`src/rtl/fpu_pipeline_stage_register.sv`:
```
// Generic FPU pipeline stage register with valid/ready handshake, optional 2-entry
// skid buffer, synchronous flush and a saturating back-pressure counter.
module fpu_pipeline_stage_register #(
  parameter int unsigned           DATA_WIDTH       = 64,
  parameter int unsigned           CTRL_WIDTH       = 16,
  parameter logic [CTRL_WIDTH-1:0] CTRL_RESET_VALUE = '0,
  parameter bit                    SKID_ENABLE      = 1'b1,
  parameter int unsigned           STALL_CNT_WIDTH  = 16
) (
  input  logic                       clk,
  input  logic                       reset_n,
  input  logic                       flush,
  input  logic                       in_valid,
  output logic                       in_ready,
  input  logic [DATA_WIDTH-1:0]      in_data,
  input  logic [CTRL_WIDTH-1:0]      in_ctrl,
  output logic                       out_valid,
  input  logic                       out_ready,
  output logic [DATA_WIDTH-1:0]      out_data,
  output logic [CTRL_WIDTH-1:0]      out_ctrl,
  output logic [1:0]                 occupancy,
  output logic [STALL_CNT_WIDTH-1:0] stall_count
);

  typedef enum logic [1:0] {
    EMPTY = 2'd0,
    ONE   = 2'd1,
    FULL  = 2'd2
  } state_t;

  state_t                     state, state_nxt;
  logic                       in_xfer, out_xfer;
  logic                       load_main_in, load_main_skid, load_skid;
  logic [DATA_WIDTH-1:0]      main_data, skid_data;
  logic [CTRL_WIDTH-1:0]      main_ctrl, skid_ctrl;
  logic [STALL_CNT_WIDTH-1:0] stall_cnt;

  always_ff @(posedge clk or negedge reset_n) begin
    if (!reset_n) state <= EMPTY;
    else          state <= state_nxt;
  end

  assign in_xfer  = in_valid && in_ready;
  assign out_xfer = out_valid && out_ready;

  always_comb begin
    state_nxt      = state;
    load_main_in   = 1'b0;
    load_main_skid = 1'b0;
    load_skid      = 1'b0;
    if (flush) begin
      state_nxt = EMPTY;
    end else begin
      case (state)
        EMPTY: if (in_xfer) begin
          load_main_in = 1'b1;
          state_nxt    = ONE;
        end
        ONE: begin
          if (in_xfer && out_xfer) begin
            load_main_in = 1'b1;
          end else if (in_xfer && SKID_ENABLE) begin
            load_skid = 1'b1;
            state_nxt = FULL;
          end else if (out_xfer) begin
            state_nxt = EMPTY;
          end
        end
        FULL: if (out_xfer) begin
          load_main_skid = 1'b1;
          state_nxt      = ONE;
        end
        default: state_nxt = EMPTY;
      endcase
    end
  end

  // Without the skid entry, in_ready must look through to out_ready to keep full throughput.
  always_comb begin
    out_valid   = (state != EMPTY);
    in_ready    = SKID_ENABLE ? (state != FULL) : ((state == EMPTY) || out_ready);
    occupancy   = state;
    out_data    = main_data;
    out_ctrl    = main_ctrl;
    stall_count = stall_cnt;
  end

  always_ff @(posedge clk or negedge reset_n) begin
    if (!reset_n) begin
      main_ctrl <= CTRL_RESET_VALUE;
      skid_ctrl <= CTRL_RESET_VALUE;
    end else begin
      if (state_nxt == EMPTY)  main_ctrl <= CTRL_RESET_VALUE;
      else if (load_main_in)   main_ctrl <= in_ctrl;
      else if (load_main_skid) main_ctrl <= skid_ctrl;
      if (flush)               skid_ctrl <= CTRL_RESET_VALUE;
      else if (load_skid)      skid_ctrl <= in_ctrl;
    end
  end

  always_ff @(posedge clk) begin
    if (load_main_in)        main_data <= in_data;
    else if (load_main_skid) main_data <= skid_data;
    if (load_skid)           skid_data <= in_data;
  end

  always_ff @(posedge clk or negedge reset_n) begin
    if (!reset_n) stall_cnt <= '0;
    else if (out_valid && !out_ready && (stall_cnt != '1)) stall_cnt <= stall_cnt + 1'b1;
  end

endmodule

```
`config.mk`:
```
export PLATFORM = sky130hd
export DESIGN_NAME = fpu_pipeline_stage_register
export DESIGN_NICKNAME = d
export VERILOG_FILES = /design/src/rtl/fpu_pipeline_stage_register.sv
export SDC_FILE = /design/constraint.sdc
export NUM_CORES = 1
export LEC_CHECK = 0
export ABC_CLOCK_PERIOD_IN_PS = 13590
export CAP_MARGIN = 40
export CORE_MARGIN = 3
export CORE_UTILIZATION = 53
export CTS_CLUSTER_SIZE = 20
export DETAILED_ROUTE_END_ITERATION = 6
export PLACE_DENSITY = 0.85
export SLEW_MARGIN = 30
export SYNTH_ARGS = -nofsm -noshare
export SYNTH_HDL_FRONTEND = slang
export SYNTH_SLANG_ARGS = --single-unit
```
`constraint.sdc`:
```
create_clock -name clk -period 13.59 [get_ports clk]
set_input_delay 2.718 -clock clk [delete_from_list [all_inputs] [get_ports clk]]
set_output_delay 2.718 -clock clk [all_outputs]
set_load 0.1 [all_outputs]
```
==> qor.txt <==
Final Net Count -> 829
final core utilization -> 0.868
drt drc -> 0
Pleak -> 0.00451 µW
dpl ws -> 7.47 ns
Final ANT Viol Nets -> 0
setup ws final -> 7.80 ns
Max clock buf depth -> 2
CTS Hold Bufs -> 0
vias after detailed routing -> 5,225
Die ar. -> 0.0155 mm²
Die X -> 124 µm
WHS Path Cells -> 1
Yosys warning total -> 0
post-synthesis compound-gate area fraction -> 0.0541
post-route insts no fill -> 932
total CTS buffers -> 17
Worst Skew -> 0.00759 ns
dominant cell type by area after synthesis -> edfxtp_1
total gr overflow -> 0
GRT Util Overall -> 0.273
Initial Util -> 0.552
Yosys cell types -> 50
max-cap viol count -> 0
setup TNS -> 0 ns
flop-to-flop setup slack -> 10.17 ns
outcome -> complete, no violations
Register Area -> 0.00509 mm²
antenna violations before repair -> 2
first-pass GRT wire length -> 32,000 µm
peak supply drop -> 0.145 mV
Switch Pwr -> 433 µW
crit path DAT -> 5.96 ns
RSZ-0062 raised after global routing -> no
sequential power share -> 0.417
Vias/cell -> 5.61
worst r2r src -> occupancy[1]$_DFF_PN0_
endpoints failing setup -> 0
drt total wl -> 21,000 µm
power density cells -> 129 mW/mm²
number of global-route vias before repair -> 5,445
Worst Hold Path EP -> stall_count[10]$_DFFE_PN0P_
Crit path largest cell delay -> 0.75 ns
largest family of logic cells by synthesized area -> multiplexers
#FFs+latches synth -> 178
DP Wirelength -> 14,600 µm
share of layout cells above drive strength 1 -> 0.277
Cells after Synth -> 456
combinational share of power -> 0.238
post-synthesis mux area share -> 0.132
RR Endpoint -> out_data[63]$_DFFE_PP_
Post-Synth Simple-Gate Area -> 0.0801
Die H -> 124 µm
CTS root buf -> clkbuf_16
clk_lat worst skew -> 0.42 ns
startpoint types -> primary input
syn nets -> 542
worst setup path category -> primary input to flip-flop
clk slew on worst S/H paths -> 0.06 ns
fraction of the mapped netlist area in adder cells -> 0.00169
port buffer count -> 184
sequential share of the synthesized area -> 0.687
slowest CP cell -> buf_4
Peak Freq -> 173 MHz
Max-slew headroom -> 0.425
Post-synth ARST share -> 0.281
clk sinks -> 178
Worst Path Required -> 13.76 ns
internal power -> 1070 µW
CP Max Fanout -> 46
Period Utilization, post-route -> 0.426
hold_ws -> 0.497 ns
Avg Inst Size Synth -> 16.3 µm²
actual slew at the worst max-slew pin -> 0.863 ns
number of flops mapped to enable cells by yosys -> 128
num rows -> 42
Max Slew Vio Count -> 0
hold path start -> stall_count[10]$_DFFE_PN0P_
1st-iter DRT viols -> 404
Synth top area share -> 0.518
Clock power frac -> 0.345
area grow syn2layout -> 57.4%
xor and xnor fraction of the mapped netlist area -> 0.0142
Core Area -> 0.0135 mm²
multi-input logic area -> 0.00211 mm²
1st-pass router iterations -> 6
CTS tree -> done
filler cell count -> 561
Post-CTS Setup Inserts -> 0
ranking of synthesized cells by area -> edfxtp_1 52%, dfrtp_1 17%, mux2_4 12%, nand2_1 2.7%, a21oi_1 2.4%
Worst Hold Class -> flip-flop to flip-flop
placed insts -> 900
Crit. End Element -> flip-flop
switch share -> 0.287
Cell Chain, Critical Path -> clkdlybuf4s50_1, nand2b_1, nand2_4, nor2_8, buf_4, mux2_2
reg2reg path depth -> 5
PostCTS Resize Cnt -> 0
Ports -> 185
Hold Fails Final Rpt -> 0
prevailing post-synth register cell -> edfxtp_1
routed len/inst -> 22.6 µm
htree depth -> 4
gpl congestion -> 0.870
min Tclk post-route -> 5.79 ns
pin count of the biggest net entering global routing -> 65
Mapped Area -> 0.00742 mm²
-- stage by stage --
stage	power (µW)	cell area [µm²]
floorplan	838	7420
finish	1510	11700
global route	1550	11700
detailed placement	994	11100
CTS	1510	11700
global placement	913	9300
-- logic make-up after synthesis --
logic type,count (synthesis)
DFF,178
and+or+nand+nor,112
muxes,67
AOI/OAI and AO/OA,61
buffers and inverters,25
xor gates and xnor gates,12
adders and majority gates,1
-- layout make-up --
class | instances | share of cell area
multi-input combinational | 253 | 0.180
clock buffer | 19 | 0.0371
tap | 176 | 0.0189
inverter | 4 | 0.00129
antenna | 2 | 0.000429
timing repair buffer | 289 | 0.310
sequential | 178 | 0.436
clock inverter | 11 | 0.0161
-- registers in the layout (all words and copies together), names as in the netlist --
name	count
stall_count	16
out_ctrl	16
occupancy	2
out_data	64
skid_data	64
skid_ctrl	16
-- power by group through the flow --
stage | Clock, µW | Sequential (µW) | Combinational [µW]
after global placement | 0 | 636 | 277
after floorplan | 0 | 770 | 67.7
after detailed placement | 0 | 638 | 355
final | 520 | 628 | 358
after global routing | 546 | 631 | 369
after CTS | 526 | 628 | 359
-- worst max path at each step --
stage / start / end / slack, ns / cells after the start
global placement: out_ready / out_data[63]$_DFFE_PP_ / 7.60 / 6
CTS: out_ready / out_data[63]$_DFFE_PP_ / 7.89 / 6
global route: out_ready / out_data[63]$_DFFE_PP_ / 7.69 / 6
detailed placement: out_ready / out_data[63]$_DFFE_PP_ / 7.47 / 6
floorplan: in_valid / skid_data[0]$_DFFE_PP_ / 7.08 / 5
finish: out_ready / out_data[63]$_DFFE_PP_ / 7.80 / 6
-- critical path, delay by kind of cell --
family | cells | cell delay [ns]
mux | 1 | 0.45
buf+inv | 2 | 1.33
simple gates | 3 | 1.39
-- synth_stat cells, types with 2 or more instances --
cell type and n:
and4_1 5, and3_1 3, nand3b_1 2, nand2b_1 2
a311oi_1 16, nor2b_1 2, buf_6 3, o31ai_1 2
mux2_2 5, nor2_1 4, nand4_1 3, xnor2_1 5
xor2_1 7, nor3_1 2, nand2_1 54, and2b_1 2
inv_1 3, buf_12 6, mux2_4 60, nor4_1 2
nand3_1 20, a21oi_1 36, edfxtp_1 128, buf_2 4
dfrtp_1 50, clkbuf_1 3, buf_4 4
-- cell usage in the layout (no fill, tap or decap), drive strengths merged, types with 2 or more instances in the layout --
cell type	netlist	routed
inv	3	3
dfrtp	50	50
nor4b	2	2
diode	0	2
clkbuf	3	19
nand2	56	56
nand4	4	4
nor2b	2	2
nand3b	2	2
and3	3	3
edfxtp	128	128
nor2	6	6
clkinv	1	6
nand3	20	20
xor2	7	7
a311oi	16	16
o21ai	3	3
mux2	66	66
nor3	2	2
o31ai	2	2
nor4	2	2
xnor2	5	5
buf	18	106
and2b	2	2
bufinv	0	5
nand2b	2	2
clkdlybuf4s50	0	183
a21oi	37	37
and4	5	5
-- routing by layer --
layer	global-route usage	up-vias	wire length [µm]
li1	-	2297	-
met1	0.338	2587	8080
met2	0.467	299	10900
met3	0.0720	42	1560
met4	0.0928	0	521
met5	0	-	0
Power figures use the tool's default switching activity.
